## src/rtl/pad_scheduler.sv

```systemverilog
// Frame-synchronous drum pad controller: shadowed pad positions committed on vsync rise,
// per-pad hit flash, fixed-priority pixel arbitration. Flash logic built only with PAD_SCHED_FLASH_EN.
module pad_scheduler #(
  parameter int          NUM_PADS     = 4,
  parameter int          WIDTH        = 64,
  parameter int          HEIGHT       = 64,
  parameter logic [23:0] BASE_COLOR   = 24'h00_80_FF,
  parameter logic [23:0] FLASH_COLOR  = 24'hFF_FF_FF,
  parameter int          FLASH_FRAMES = 8
) (
  input  logic                clk,
  input  logic                rst_n,
  input  logic [10:0]         hcount,
  input  logic [9:0]          vcount,
  input  logic                vsync,
  input  logic [NUM_PADS-1:0] hit,
  input  logic                upd_valid,
  output logic                upd_ready,
  input  logic [2:0]          upd_id,
  input  logic [10:0]         upd_x,
  input  logic [9:0]          upd_y,
  output logic [23:0]         pixel,
  output logic [NUM_PADS-1:0] flash_active,
  output logic                frame_start
);

  logic                vsync_q;
  logic                commit;
  logic [10:0]         shadow_x [NUM_PADS];
  logic [9:0]          shadow_y [NUM_PADS];
  logic [10:0]         act_x    [NUM_PADS];
  logic [9:0]          act_y    [NUM_PADS];
  logic [NUM_PADS-1:0] in_pad;
  logic [23:0]         pix_next;

  assign commit    = vsync & ~vsync_q;
  assign upd_ready = ~commit;

  // vsync_q resets high so a vsync already high at reset release is not a commit
  always_ff @(posedge clk or negedge rst_n) begin
    if (!rst_n) begin
      vsync_q     <= 1'b1;
      frame_start <= 1'b0;
    end else begin
      vsync_q     <= vsync;
      frame_start <= commit;
    end
  end

  always_ff @(posedge clk or negedge rst_n) begin
    if (!rst_n) begin
      for (int i = 0; i < NUM_PADS; i++) begin
        shadow_x[i] <= 11'(64 + 256 * i);
        shadow_y[i] <= 10'd600;
        act_x[i]    <= 11'(64 + 256 * i);
        act_y[i]    <= 10'd600;
      end
    end else begin
      // ids beyond NUM_PADS match no slot and are silently dropped
      if (upd_valid && upd_ready) begin
        for (int i = 0; i < NUM_PADS; i++) begin
          if (upd_id == 3'(i)) begin
            shadow_x[i] <= upd_x;
            shadow_y[i] <= upd_y;
          end
        end
      end
      if (commit) begin
        for (int i = 0; i < NUM_PADS; i++) begin
          act_x[i] <= shadow_x[i];
          act_y[i] <= shadow_y[i];
        end
      end
    end
  end

  for (genvar g = 0; g < NUM_PADS; g++) begin : g_hit
    logic [11:0] x_end;
    logic [10:0] y_end;
    assign x_end = {1'b0, act_x[g]} + 12'(WIDTH);
    assign y_end = {1'b0, act_y[g]} + 11'(HEIGHT);
    assign in_pad[g] = (hcount >= act_x[g]) && ({1'b0, hcount} < x_end) &&
                       (vcount >= act_y[g]) && ({1'b0, vcount} < y_end);
  end

  // scan from highest index down so the lowest covering pad is written last
  always_comb begin
    pix_next = '0;
    for (int i = NUM_PADS - 1; i >= 0; i--) begin
      if (in_pad[i]) pix_next = flash_active[i] ? FLASH_COLOR : BASE_COLOR;
    end
  end

  always_ff @(posedge clk or negedge rst_n) begin
    if (!rst_n) pixel <= '0;
    else        pixel <= pix_next;
  end

`ifdef PAD_SCHED_FLASH_EN
  // state | meaning
  // IDLE  | cnt == 0, pad drawn in BASE_COLOR
  // FLASH | cnt > 0, counts down one per commit, pad drawn in FLASH_COLOR
  typedef enum logic {IDLE, FLASH} flash_state_t;

  for (genvar g = 0; g < NUM_PADS; g++) begin : g_flash
    flash_state_t state;
    logic [7:0]   cnt;
    logic         active_q;

    always_ff @(posedge clk or negedge rst_n) begin
      if (!rst_n) begin
        state    <= IDLE;
        cnt      <= '0;
        active_q <= 1'b0;
      end else if (hit[g]) begin
        state    <= FLASH;
        cnt      <= 8'(FLASH_FRAMES);
        active_q <= 1'b1;
      end else if (commit && state == FLASH) begin
        cnt <= cnt - 8'd1;
        if (cnt == 8'd1) begin
          state    <= IDLE;
          active_q <= 1'b0;
        end
      end
    end

    assign flash_active[g] = active_q;
  end
`else
  logic unused_flash;
  assign unused_flash = ^{hit, 8'(FLASH_FRAMES)};
  assign flash_active = '0;
`endif

endmodule

```

## config.mk

```make
export PLATFORM = sky130hd
export DESIGN_NAME = pad_scheduler
export DESIGN_NICKNAME = d
export VERILOG_FILES = /design/src/rtl/pad_scheduler.sv
export SDC_FILE = /design/constraint.sdc
export NUM_CORES = 1
export LEC_CHECK = 0
export BUFFER_PORTS_ARGS = -buffer_cell sky130_fd_sc_hd__buf_4
export CAP_MARGIN = 10
export CORE_ASPECT_RATIO = 1.25
export CORE_MARGIN = 1.5
export CORE_UTILIZATION = 55
export CTS_BUF_LIST = sky130_fd_sc_hd__clkbuf_8
export DETAILED_ROUTE_END_ITERATION = 12
export GPL_ROUTABILITY_DRIVEN = 0
export PLACE_DENSITY = 0.8
export SLEW_MARGIN = 20
export SYNTH_ARGS = -nofsm -noshare
export SYNTH_HDL_FRONTEND = slang
export SYNTH_SLANG_ARGS = --single-unit
```

## constraint.sdc

```tcl
create_clock -name clk -period 3.21 [get_ports clk]
set_input_delay 0 -clock clk [delete_from_list [all_inputs] [get_ports clk]]
set_output_delay 0 -clock clk [all_outputs]
set_load 0.05 [all_outputs]
```

Yosys cells after proc, flatten, opt, wreduce, memory -nomap -nowiden
Index checks and enable logic that the tools add are counted.
Widths: inputs -> output; s select.

word-level totals
  register bits after elaboration = 186
  bits in latches = 0
  RAM bits = 0
  ROM bits = 0
  input port bits = 53
  output and inout bits = 30
  logic and storage cells = 71
  memories kept = 0

operators by class
  $add $sub $neg = 8
  multipliers = 0
  divide/modulo/power cells = 0
  magnitude comparators = 16
  equality and inequality tests = 3
  shift operators = 0
  mux-type cells = 4
  bitwise operators = 3
  reductions and logical operators = 18

operators with widths
  cell                   count
  $mux 16                4
  $add 11x7->12 const B  4
  $lt 11x12->1           4
  $add 10x7->11 const B  4
  $ge 11x11->1           4
  $lt 10x11->1           4
  $ge 10x10->1           4
  $logic_and 1x1->1      13
  $reduce_and 2->1       4
  $eq 3x2->1 const B     2
  $eq 3x1->1 const B     1
  $logic_not 3->1        1
  $not 1->1              2
  $and 1x1->1            1

Longest topological paths before layout
Gate-level depths: netlist (run 1).

  word-level depth = 9
  gate-level depth with buffers = 10
  depth with buffers taken out = 10

Least setup slack after synthesis (run 1)
No wires, ideal clock.

  path type = reg2reg
  start = reg act_y[26] in the netlist's numbering
  end = reg pixel[7]
  library setup time = 71 ps
  arrival = 2,214 ps
  required time = 3,139 ps
  path slack = 925 ps
  stages on the path, launching flop included = 10
  path buffers = 0
  period minus slack after synthesis = 2,285 ps
  path through = dfstp_2 > ha_1 > xnor2_1 > ha_1 > a21o_1 > a21o_1 > a2111oi_4 > o31ai_1 > a211o_1 > nand4_1

on the way
  word-level cells in the longest chain between the ends = 5
  elaborated cells on any way between the ends = 7
  classes of those cells = add/sub: 1; order compare: 2; mux: 2; reduce/logical: 2

RTL lines
  item                                               line    text
  start, declared                                    32      logic [9:0] act_y [NUM_PADS];
  start signal, assigned by index                    71      act_y[i] <= shadow_y[i];
  $add 10x7->11 or $ge 10x10->1 (tied branches)      81, 83
  $lt 10x11->1 or $logic_and 1x1->1 (tied branches)  83, 82
  $logic_and 1x1->1 (*)                              83      (vcount >= act_y[g]) && ({1'b0, vcount} < y_end);
  $mux 16 (*) (2 in series)                          90      if (in_pad[i]) pix_next = flash_active[i] ? FLASH_COLOR : BASE_COLOR;
  end signal, assigned                               96      else pixel <= pix_next;
  end, declared                                      22      output logic [23:0] pixel,

Mark *: on every way between the ends. The rest lies on a longest branch, timed or not.
A chain may end at the register's enable or synchronous reset.

Final worst setup path (run 1)
Ends and elaborated chain as after synthesis.

==> impl_summary.txt, run 1 <==
----------------------------------------------------
[STA]
  Achievable clock frequency ... 0.409 GHz
  Worst hold margin ... 0.0295 ns
  Final hold violation count ... 0
  Headroom to the max-slew limit ... 55.3%
  Clk_skew ... 0.0108 ns
  Final setup violating endpoints ... 0
  Setup TNS ... 0 ns
  Fin crit period ... 2.45 ns
  Final Max Slew Viols ... 0
  Period utilization ... 76.2%
  Transition time of the tightest slew-check pin ... 0.670 ns
  Unrepaired setup endpoints after global routing ... no

[Route]
  DRC viols ... 0
  Highest metal layer with signal wires ... met4
  Number of iterations in the first detailed-routing pass ... 4
  Routed wire length ... 20,400 µm
  Via/cell ratio ... 5.56
  Met2 wire length ... 10,100 µm
  Drt initial violations ... 331
  Number of antenna-violating nets in the routed design ... 0
  Met1 wire length ... 9040 µm
  Total vias in the final route ... 7,016
  Routed len/inst ... 16.2 µm
  Met3 Wirelength ... 733 µm

[Critical path]
  Largest fanout of any net on the critical path ... 4
  Data required time of the critical path ... 3.61 ns
  Worst reg2reg path depth ... 9
  CP Class ... flop to flop
  Worst endpoint data arrival time ... 2.84 ns
  Timing endpoint of the critical path ... pixel[7]
  Kind of end point of the critical path ... flop
  Setup slack of the most critical reg-to-reg path ... 0.76 ns
  Reg-to-Reg End ... pixel[7]
  Startpoint types ... flop
  Critical path launch point ... act_y[26]
  Startpoint of the worst-slack reg-to-reg timing path ... act_y[26]

[Synth]
  Ranking of synthesized cells by area ... sky130_fd_sc_hd__dfrtp_1, sky130_fd_sc_hd__ha_1, sky130_fd_sc_hd__dfstp_2, sky130_fd_sc_hd__mux2_2, sky130_fd_sc_hd__o21ai_0
  Most numerous cell types in the synthesized netlist ... sky130_fd_sc_hd__ha_1, sky130_fd_sc_hd__dfrtp_1, sky130_fd_sc_hd__nand2_1
  EDFF count, synth ... 0
  Synthesis-stage register bit count ... 171
  Summed instance area of the synthesized netlist ... 9860 µm²
  Post-synthesis sequential area ratio ... 44.0%
  Post-synth top flop ... sky130_fd_sc_hd__dfrtp_1
  Avg Inst Size Synth ... 10.4 µm²
  Cell with the most instances after synthesis ... sky130_fd_sc_hd__ha_1
  Post-synth top area share ... 31.0%
  Number of cells produced by synthesis ... 950
  Count of yosys warnings during synthesis ... 0
  Share of synthesized registers carrying an async set or reset ... 100%
  Number of distinct library cells after synthesis ... 50
  Yosys top cell by area ... sky130_fd_sc_hd__dfrtp_1

[Global route]
  Vias in the first global route ... 7,046
  Pin count of the biggest net entering global routing ... 84
  Wire length of the first global-routing pass ... 34,500 µm
  Initial antenna violation count ... 0
  GRT Resource Usage Total ... 23.3%
  Grt ovf ... 0

[Cells and area]
  Fraction of final layout cells sized beyond drive strength 1 ... 22.2%
  Area of the multi-input gates ... 4920 µm²
  Number of non-filler instances in the completed layout ... 1,261
  Layout fillers ... 1,385
  Area occupied by registers ... 4340 µm²
  Finished Cell Area ... 11,100 µm²
  Net count, final ... 1,205
  Layout overhead on the synthesized area ... 12.4%
  Antenna cell count ... 0

[Floorplan]
  Placement row count ... 54
  Starting density of the core ... 56.4%
  DIE WIDTH ... 123 µm
  Total Die Area ... 18,800 µm²
  IO Pins ... 83
  DIE HEIGHT ... 153 µm
  Core Footprint ... 17,500 µm²

[Placement]
  Placed wire-length estimate ... 14,600 µm
  Instance area at placement ... 10,400 µm²
  IO Port Bufs ... 59
  Placed cell count ... 1,206

[Clocking]
  CTS H-tree lvls ... 4
  Number of buffers created by CTS ... 17
  Clock root buffer ... sky130_fd_sc_hd__clkbuf_8
  Buffer depth of the longest clock path ... 2
  Clk sinks ... 171
  Clock tree from TritonCTS ... built
  Worst-path clk slew ... 0.09 ns
  Clock latency reported for the late side of the worst-skew pair ... 0.47 ns
  Cells resized by post-CTS repair ... 0

[Run status]
  Run status ... finished clean

[Power and ir drop]
  Areal power density over the cells ... 623 nW/µm²
  P_leak ... 5.15 nW
  Final Total Pwr ... 6.91 mW
  Maximum VDD drop ... 264 µV

[Flow run]
  Count of maximum capacitance violations ... 0

[Worst hold path]
  Hold Path Class ... input port to async pin

----------------------------------------------------
## area by class of cell
class                   instances  share of cell area, %
well taps                     224                   2.53
repair buffers                 90                   6.87
multi-input cells             650                   44.4
clock inverters                13                   1.49
inverters                      94                   3.21
flip-flops and latches        171                   39.2
clock buffers                  19                   2.36
## logic make-up after synthesis
group                      after synthesis  synth area share, %
adders and majority gates              128                 16.2
and+or+nand+nor                        192                 8.73
xor gates and xnor gates                20                 1.78
muxes                                   84                 9.59
AOI/OAI and AO/OA                      207                 12.8
buffers and inverters                  147                 6.85
other                                    1               0.0380
DFF                                    171                 44.0
## how the worst min path moves through the flow
stage,startpoint,end,slack [ns],cells past startpoint
floorplan,rst_n,act_x[0],-0.30,0
global placement,rst_n,shadow_x[34],-0.02,1
detailed placement,rst_n,shadow_x[34],-0.03,1
CTS,rst_n,act_x[1],0.03,2
global route,rst_n,act_x[1],0.06,2
finish,rst_n,shadow_x[34],0.03,2
## stage by stage
stage / setup WS [ns] / utilization, %
6_report: 0.764 / 63.3
5_1_grt: 0.643 / 63.3
4_1_cts: 0.754 / 63.3
3_3_place_gp: 0.850 / 59.6
3_5_place_dp: 0.778 / 59.6
2_1_floorplan: 0.925 / -
## routing by layer
layer / up-vias / GRT usage [%]
met4: 0 / 9.03
met5: - / 0
met1: 3410 / 30.9
met2: 156 / 38.3
li1: 3411 / -
met3: 39 / 3.67
## state kept, by name (all words and copies together) (netlist names)
name,cells
act_x,44
shadow_x,44
act_y,40
shadow_y,40
frame_start,1
pixel,1
vsync_q,1
## power breakdown
group	total, mW	internal [mW]	switching, mW	leakage, nW
Clock	1.62	0.814	0.806	0.201
Combinational	2.26	0.990	1.27	2.93
Sequential	3.03	2.75	0.279	2.03
## cells in the final DEF (no fill, tap or decap), types with 2 or more instances in the layout
| cell | Yosys | layout |
|---|---|---|
| sky130_fd_sc_hd__mux2_1 | 7 | 7 |
| sky130_fd_sc_hd__ha_1 | 128 | 128 |
| sky130_fd_sc_hd__o2111ai_1 | 6 | 6 |
| sky130_fd_sc_hd__a211o_1 | 2 | 2 |
| sky130_fd_sc_hd__dlygate4sd3_1 | 0 | 23 |
| sky130_fd_sc_hd__a21o_1 | 20 | 20 |
| sky130_fd_sc_hd__nand3_1 | 19 | 19 |
| sky130_fd_sc_hd__nor3_1 | 8 | 7 |
| sky130_fd_sc_hd__mux2_2 | 77 | 77 |
| sky130_fd_sc_hd__inv_4 | 0 | 2 |
| sky130_fd_sc_hd__buf_12 | 0 | 2 |
| sky130_fd_sc_hd__inv_1 | 93 | 93 |
| sky130_fd_sc_hd__nor2b_1 | 8 | 8 |
| sky130_fd_sc_hd__o21a_1 | 7 | 7 |
| sky130_fd_sc_hd__dfstp_2 | 49 | 49 |
| sky130_fd_sc_hd__o211ai_1 | 4 | 4 |
| sky130_fd_sc_hd__conb_1 | 1 | 19 |
| sky130_fd_sc_hd__nand3b_1 | 2 | 2 |
| sky130_fd_sc_hd__dfrtp_1 | 122 | 122 |
| sky130_fd_sc_hd__xnor2_1 | 20 | 20 |
| sky130_fd_sc_hd__nand2b_1 | 11 | 11 |
| sky130_fd_sc_hd__clkbuf_8 | 0 | 19 |
| sky130_fd_sc_hd__o221ai_1 | 2 | 2 |
| sky130_fd_sc_hd__inv_6 | 0 | 2 |
| sky130_fd_sc_hd__a31oi_1 | 3 | 3 |
| sky130_fd_sc_hd__a211oi_1 | 9 | 9 |
| sky130_fd_sc_hd__o21ai_1 | 2 | 2 |
| sky130_fd_sc_hd__o21ai_0 | 93 | 93 |
| sky130_fd_sc_hd__o32ai_1 | 2 | 2 |
| sky130_fd_sc_hd__nor2_1 | 14 | 14 |
| sky130_fd_sc_hd__clkinvlp_4 | 0 | 5 |
| sky130_fd_sc_hd__buf_4 | 27 | 64 |
| sky130_fd_sc_hd__o31ai_1 | 5 | 5 |
| sky130_fd_sc_hd__a21oi_1 | 39 | 39 |
| sky130_fd_sc_hd__o21bai_1 | 4 | 4 |
| sky130_fd_sc_hd__bufinv_16 | 0 | 3 |
| sky130_fd_sc_hd__nand2_1 | 113 | 113 |
| sky130_fd_sc_hd__nand4_1 | 10 | 10 |
## worst max-delay path, cell delays in order (launching register included)
cell	delay (ns)
sky130_fd_sc_hd__dfstp_2	0.56
sky130_fd_sc_hd__ha_1	0.20
sky130_fd_sc_hd__xnor2_1	0.13
sky130_fd_sc_hd__ha_1	0.26
sky130_fd_sc_hd__a21o_1	0.18
sky130_fd_sc_hd__a21o_1	0.20
sky130_fd_sc_hd__a2111oi_4	0.34
sky130_fd_sc_hd__o31ai_1	0.13
sky130_fd_sc_hd__a211o_1	0.28
sky130_fd_sc_hd__nand4_1	0.10
## repair_timing
item | CTS | global route
hold endpoints to repair | 180 | 0
setup buffers | 0 | 0
endpoints found under the setup margin | 0 | 0
hold buffers | 23 | 0
(Power assumes the default switching activity.)
==> run 2: changes to the inputs <==
PLACE_DENSITY = 0.83   (was 0.8)
clock period = 2 ns   (was 3.21 ns; I/O delays follow)
==> impl_summary.txt, run 2 (synthesis gave the netlist of run 1 again) <==
----------------------------------------------------
[STA]
  Fin crit period ... 2.16 ns (was 2.45 ns)
  Final hold violation count ... 0 (unchanged)
  Final Max Slew Viols ... 0 (unchanged)
  Transition time of the tightest slew-check pin ... 0.502 ns (was 0.670 ns)
  Clk_skew ... 0.0100 ns (was 0.0108 ns)
  Period utilization ... 108% (was 76.2%)
  Final setup violating endpoints ... 1 (was 0)
  Setup TNS ... -0.157 ns (was 0 ns)
  Unrepaired setup endpoints after global routing ... yes (was no)
  Headroom to the max-slew limit ... 66.2% (was 55.3%)
  Final worst slack ... -0.157 ns (was 0.764 ns)
  Achievable clock frequency ... 0.464 GHz (was 0.409 GHz)

[Cells and area]
  Layout overhead on the synthesized area ... 14.7% (was 12.4%)
  Commonest cells after routing, fill and taps aside ... sky130_fd_sc_hd__ha_1, sky130_fd_sc_hd__dfrtp_1, sky130_fd_sc_hd__nand2_1, sky130_fd_sc_hd__buf_4, sky130_fd_sc_hd__inv_1 (was sky130_fd_sc_hd__ha_1, sky130_fd_sc_hd__dfrtp_1, sky130_fd_sc_hd__nand2_1, sky130_fd_sc_hd__inv_1, sky130_fd_sc_hd__o21ai_0)
  Leading cell type in the layout, fill and taps excluded ... sky130_fd_sc_hd__ha_1 (unchanged)
  Area occupied by registers ... 4340 µm² (unchanged)
  Layout fillers ... 1,337 (was 1,385)
  Registers with the highest flip-flop counts ... act_x (44), shadow_x (44) (unchanged)
  Area of the multi-input gates ... 4940 µm² (was 4920 µm²)
  Antenna cell count ... 0 (unchanged)
  Fraction of final layout cells sized beyond drive strength 1 ... 24.7% (was 22.2%)
  Net count, final ... 1,239 (was 1,205)

[Critical path]
  Startpoint types ... flop (unchanged)
  Data required time of the critical path ... 2.40 ns (was 3.61 ns)
  CP Class ... flop to flop (unchanged)
  Kind of end point of the critical path ... flop (unchanged)
  Worst endpoint data arrival time ... 2.56 ns (was 2.84 ns)
  Largest fanout of any net on the critical path ... 3 (was 4)

[Run status]
  Run status ... complete, but fails checks (was finished clean)
  Failing checks ... setup timing

[Clocking]
  Clock root buffer ... sky130_fd_sc_hd__clkbuf_8 (unchanged)
  Clk sinks ... 171 (unchanged)
  CTS H-tree lvls ... 4 (unchanged)
  Number of buffers created by CTS ... 17 (unchanged)
  Clock tree from TritonCTS ... built (unchanged)
  Clock latency reported for the late side of the worst-skew pair ... 0.46 ns (was 0.47 ns)
  Buffer depth of the longest clock path ... 2 (unchanged)
  Post-CTS Repair Setup Buffers ... 0 (unchanged)
  Worst-path clk slew ... 0.09 ns (about the same)

[Placement]
  Placed wire-length estimate ... 15,700 µm (was 14,600 µm)
  IO Port Bufs ... 59 (unchanged)
  Setup slack at placement ... -0.158 ns (was 0.778 ns)

[Route]
  Drt initial violations ... 300 (was 331)
  Number of iterations in the first detailed-routing pass ... 6 (was 4)
  Number of antenna-violating nets in the routed design ... 0 (unchanged)
  DRC viols ... 0 (unchanged)
  Via/cell ratio ... 5.60 (was 5.56)
  Routed wire length ... 21,700 µm (was 20,400 µm)
  Routed len/inst ... 16.8 µm (was 16.2 µm)
  Total vias in the final route ... 7,258 (was 7,016)

[Global route]
  Initial antenna violation count ... 0 (unchanged)
  GRT Resource Usage Total ... 24.7% (was 23.3%)
  Vias in the first global route ... 7,528 (was 7,046)
  Wire length of the first global-routing pass ... 36,200 µm (was 34,500 µm)
  Grt ovf ... 0 (unchanged)
  Pin count of the biggest net entering global routing ... 51 (was 84)

[Floorplan]
  DIE WIDTH ... 123 µm (unchanged)
  Total Die Area ... 18,800 µm² (unchanged)
  Starting density of the core ... 56.4% (unchanged)
  DIE HEIGHT ... 153 µm (unchanged)
  Placement row count ... 54 (unchanged)
  Core Footprint ... 17,500 µm² (unchanged)
  IO Pins ... 83 (unchanged)

[Flow run]
  Count of maximum capacitance violations ... 0 (unchanged)

[Power and ir drop]
  Areal power density over the cells ... 971 nW/µm² (was 623 nW/µm²)
  Final Total Pwr ... 11.0 mW (was 6.91 mW)
  P_leak ... 5.31 nW (was 5.15 nW)
  Maximum VDD drop ... 551 µV (was 264 µV)

[Worst hold path]
  Hold Path Class ... input port to async pin (unchanged)

----------------------------------------------------
## run 2: cell count changes in the layout (fill, tap and decap cells not counted), moves of 2 or more
cell,change
sky130_fd_sc_hd__buf_4,+32
sky130_fd_sc_hd__inv_6,+2
sky130_fd_sc_hd__buf_12,+2
sky130_fd_sc_hd__clkinvlp_4,-2
sky130_fd_sc_hd__bufinv_16,-3
sky130_fd_sc_hd__inv_1,+2
## run 2: critical path, cell delays in order (launching register included)
cell and delay (ns):
sky130_fd_sc_hd__dfstp_2 0.57, sky130_fd_sc_hd__ha_4 0.15, sky130_fd_sc_hd__xnor2_2 0.10, sky130_fd_sc_hd__ha_1 0.25, sky130_fd_sc_hd__a21o_1 0.16, sky130_fd_sc_hd__a21o_1 0.17, sky130_fd_sc_hd__a2111oi_4 0.27, sky130_fd_sc_hd__o31ai_1 0.12
sky130_fd_sc_hd__a211o_1 0.23, sky130_fd_sc_hd__nand4_1 0.08
## run 2: layout make-up
cell class / count / share of cell area [%]
well taps: 224 / 2.48
flip-flops and latches: 171 / 38.4
inverters: 94 / 3.14
multi-input cells: 650 / 43.7
clock inverters: 13 / 0.818
repair buffers: 124 / 9.21
clock buffers: 19 / 2.31
## run 2: final timing paths
kind | cells after the start | slack, ns | to | from
min reg2reg | 2 | 0.46 | act_x[11] | shadow_x[11]
max | 9 | -0.16 | pixel[7] | act_y[26]
min in group clk | 4 | 0.08 | shadow_y[30] | upd_id[1]
max reg2reg | 9 | -0.16 | pixel[7] | act_y[26]
max in group asynchronous | 3 | 1.20 | shadow_x[9] | rst_n
min | 2 | 0.02 | act_x[13] | rst_n
## run 2: power by group
group          total (mW)  leakage (nW)  switching, mW  internal (mW)
Clock                2.23         0.182           1.30          0.930
Sequential           4.87          2.03          0.464           4.41
Combinational        3.88          3.10           2.12           1.76
Total                11.0          5.31           3.89           7.10
## run 2: what timing repair did
action | 4_1_cts | 5_1_grt
hold endpoints to repair | 226 | 0
endpoints found under the setup margin | 1 | 1
gates resized for setup | 2 | 0
cloned | 0 | 0
pin swaps | 1 | 0
hold buffers | 23 | 0
## run 2: per-stage QoR
step,instance area [µm²],util [%],hold slack [ns],std cells
after floorplan,9950,-,-0.296,968
after global placement,10700,61.3,-0.0356,1240
after detailed placement,10700,61.3,-0.0340,1240
after CTS,11300,64.7,0.0405,1295
after global routing,11300,64.7,0.0636,1295
final,11300,64.7,0.0216,1295
## run 2: routing by layer
metal  share of wire [%]  wire, µm  vias to the layer above  GRT usage (%)
li1                    -         -                     3477              -
met5                   0         0                        -              0
met1                  42      9110                     3540           30.7
met2                  51     11000                      192           42.6
met4                 2.9       632                        0           9.36
met3                 4.4       961                       49           4.00
==> run 3: changes to the inputs <==
CELL_PAD_IN_SITES_DETAIL_PLACEMENT = 1   (was unset)
CELL_PAD_IN_SITES_GLOBAL_PLACEMENT = 2   (was unset)
CORE_UTILIZATION = 44   (was 55)
PLACE_DENSITY = 0.94   (was 0.83)
SLEW_MARGIN = unset   (was 20)
clock period = 2.65 ns   (was 2 ns; I/O delays follow)
==> impl_summary.txt, run 3 (synthesis gave the netlist of run 1 again) <==
----------------------------------------------------
[Global route]
  Initial antenna violation count ... 0 (unchanged)
  GRT Resource Usage Total ... 22.4% (was 24.7%)
  Pin count of the biggest net entering global routing ... 72 (was 51)
  Wire length of the first global-routing pass ... 39,900 µm (was 36,200 µm)
  Grt ovf ... 0 (unchanged)
  Vias in the first global route ... 7,505 (was 7,528)

[STA]
  Achievable clock frequency ... 0.407 GHz (was 0.464 GHz)
  Unrepaired setup endpoints after global routing ... no (was yes)
  Setup TNS ... 0 ns (was -0.157 ns)
  Worst hold margin ... 0.0862 ns (was 0.0216 ns)
  Final worst slack ... 0.195 ns (was -0.157 ns)
  Clk_skew ... 0.0135 ns (was 0.0100 ns)
  Final Max Slew Viols ... 0 (unchanged)
  Headroom to the max-slew limit ... 54.0% (was 66.2%)
  Period utilization ... 92.6% (was 108%)
  Transition time of the tightest slew-check pin ... 0.690 ns (was 0.502 ns)
  Fin crit period ... 2.45 ns (was 2.16 ns)
  Final hold violation count ... 0 (unchanged)
  Final setup violating endpoints ... 0 (was 1)

[Cells and area]
  Antenna cell count ... 0 (unchanged)
  Area occupied by registers ... 4340 µm² (unchanged)
  Layout overhead on the synthesized area ... 13.4% (was 14.7%)
  Area of the multi-input gates ... 4920 µm² (was 4940 µm²)
  Leading cell type in the layout, fill and taps excluded ... sky130_fd_sc_hd__ha_1 (unchanged)
  Layout fillers ... 2,512 (was 1,337)
  Commonest cells after routing, fill and taps aside ... sky130_fd_sc_hd__ha_1, sky130_fd_sc_hd__dfrtp_1, sky130_fd_sc_hd__nand2_1, sky130_fd_sc_hd__inv_1, sky130_fd_sc_hd__o21ai_0 (was sky130_fd_sc_hd__ha_1, sky130_fd_sc_hd__dfrtp_1, sky130_fd_sc_hd__nand2_1, sky130_fd_sc_hd__buf_4, sky130_fd_sc_hd__inv_1)
  Fraction of final layout cells sized beyond drive strength 1 ... 22.4% (was 24.7%)
  Registers with the highest flip-flop counts ... act_x (44), shadow_x (44) (unchanged)
  Utilization after layout ... 50.5% (was 64.7%)
  Net count, final ... 1,208 (was 1,239)

[Clocking]
  Worst-path clk slew ... 0.10 ns (was 0.09 ns)
  Number of buffers created by CTS ... 17 (unchanged)
  Buffer depth of the longest clock path ... 2 (unchanged)
  Cells resized by post-CTS repair ... 0 (was 2)
  Clock latency reported for the late side of the worst-skew pair ... 0.49 ns (was 0.46 ns)
  Clock tree from TritonCTS ... built (unchanged)
  CTS H-tree lvls ... 4 (unchanged)
  Clk sinks ... 171 (unchanged)
  Clock root buffer ... sky130_fd_sc_hd__clkbuf_8 (unchanged)

[Placement]
  Placed wire-length estimate ... 17,400 µm (was 15,700 µm)
  IO Port Bufs ... 59 (unchanged)
  Setup slack at placement ... 0.221 ns (was -0.158 ns)

[Route]
  Drt initial violations ... 441 (was 300)
  Total vias in the final route ... 7,181 (was 7,258)
  Routed wire length ... 24,300 µm (was 21,700 µm)
  Number of antenna-violating nets in the routed design ... 0 (unchanged)
  Number of iterations in the first detailed-routing pass ... 4 (was 6)
  DRC viols ... 0 (unchanged)
  Via/cell ratio ... 5.43 (was 5.60)
  Routed len/inst ... 18.3 µm (was 16.8 µm)

[Run status]
  Run status ... finished clean (was complete, but fails checks)

[Flow run]
  Count of maximum capacitance violations ... 0 (unchanged)

[Power and ir drop]
  Final Total Pwr ... 8.42 mW (was 11.0 mW)
  Cell-internal power ... 5.34 mW (was 7.10 mW)
  Fraction of power spent switching nets ... 36.6% (was 35.4%)
  P_leak ... 5.18 nW (was 5.31 nW)
  Maximum VDD drop ... 467 µV (was 551 µV)
  Combinational cell fraction of total power ... 33.3% (was 35.3%)
  Sequential cell fraction of total power ... 43.9% (was 44.3%)
  Areal power density over the cells ... 753 nW/µm² (was 971 nW/µm²)
  Clock share of power ... 22.7% (was 20.3%)
  Sw Pwr ... 3.08 mW (was 3.89 mW)

[Floorplan]
  DIE WIDTH ... 137 µm (was 123 µm)
  IO Pins ... 83 (unchanged)
  DIE HEIGHT ... 170 µm (was 153 µm)
  Starting density of the core ... 44.6% (was 56.4%)
  Core Footprint ... 22,100 µm² (was 17,500 µm²)
  Placement row count ... 61 (was 54)
  Total Die Area ... 23,300 µm² (was 18,800 µm²)

[Worst hold path]
  Hold Path Class ... input port to async pin (unchanged)

[Critical path]
  Largest fanout of any net on the critical path ... 4 (was 3)
  Kind of end point of the critical path ... flop (unchanged)
  Startpoint types ... flop (unchanged)
  Worst endpoint data arrival time ... 2.88 ns (was 2.56 ns)
  CP Class ... flop to flop (unchanged)
  Data required time of the critical path ... 3.07 ns (was 2.40 ns)

----------------------------------------------------
run 3: cell count changes in the layout (fill, tap and decap cells not counted), moves of 2 or more:
cell / delta
sky130_fd_sc_hd__buf_4: -31
sky130_fd_sc_hd__inv_8: +5
sky130_fd_sc_hd__clkbuf_8: -2
sky130_fd_sc_hd__clkinv_2: -2
sky130_fd_sc_hd__clkinvlp_4: -2
sky130_fd_sc_hd__inv_1: -2
run 3: worst paths after layout:
check / from / endpoint / slack, ns / cells past startpoint
max in group asynchronous: rst_n / shadow_y[34] / 1.60 / 3
max: act_y[26] / pixel[7] / 0.20 / 9
min reg2reg: shadow_y[10] / act_y[10] / 0.47 / 2
min in group clk: vsync / vsync_q / 0.16 / 2
max reg2reg: act_y[26] / pixel[7] / 0.20 / 9
min: rst_n / act_y[12] / 0.09 / 2
run 3: critical path, stage by stage (launching register included):
cell and delay, ns:
sky130_fd_sc_hd__dfstp_2 0.58, sky130_fd_sc_hd__ha_1 0.21, sky130_fd_sc_hd__xnor2_1 0.14, sky130_fd_sc_hd__ha_1 0.27, sky130_fd_sc_hd__a21o_1 0.18, sky130_fd_sc_hd__a21o_1 0.20, sky130_fd_sc_hd__a2111oi_4 0.33, sky130_fd_sc_hd__o31ai_1 0.11
sky130_fd_sc_hd__a211o_1 0.27, sky130_fd_sc_hd__nand4_1 0.10
run 3: stage by stage:
step / area (µm²) / instances
floorplan: 9930 / 968
global placement: 10500 / 1268
detailed placement: 10500 / 1268
CTS: 11200 / 1323
global route: 11200 / 1323
finish: 11200 / 1323
run 3: power by group through the flow:
| stage | Sequential (mW) | Clock, mW | Combinational, mW |
|---|---|---|---|
| finish | 3.70 | 1.91 | 2.81 |
| global route | 3.78 | 2.05 | 3.16 |
| detailed placement | 3.74 | 0 | 2.76 |
| global placement | 3.70 | 0 | 2.63 |
| floorplan | 3.63 | 0 | 2.06 |
| CTS | 3.70 | 1.97 | 2.83 |
run 3: cell type report:
| cell class | count | area share [%] |
|---|---|---|
| Clock buffer | 17 | 2.09 |
| Clock inverter | 15 | 1.53 |
| Inverter | 94 | 3.18 |
| Multi-Input combinational cell | 650 | 44.0 |
| Sequential cell | 171 | 38.8 |
| Tap cell | 283 | 3.17 |
| Timing Repair Buffer | 93 | 7.24 |
run 3: timing repair:
action / 4_1_cts / 5_1_grt
endpoints found under the hold margin: 155 / 0
hold buffers: 23 / 0
setup buffers: 0 / 0
run 3: per-layer routing:
layer / track usage [%] / vias to the layer above / share of wire (%)
met3: 3.22 / 19 / 2.8
met4: 6.04 / 0 / 1.4
met5: 0 / - / 0
met1: 29.5 / 3635 / 45
li1: - / 3419 / -
met2: 38.4 / 108 / 51
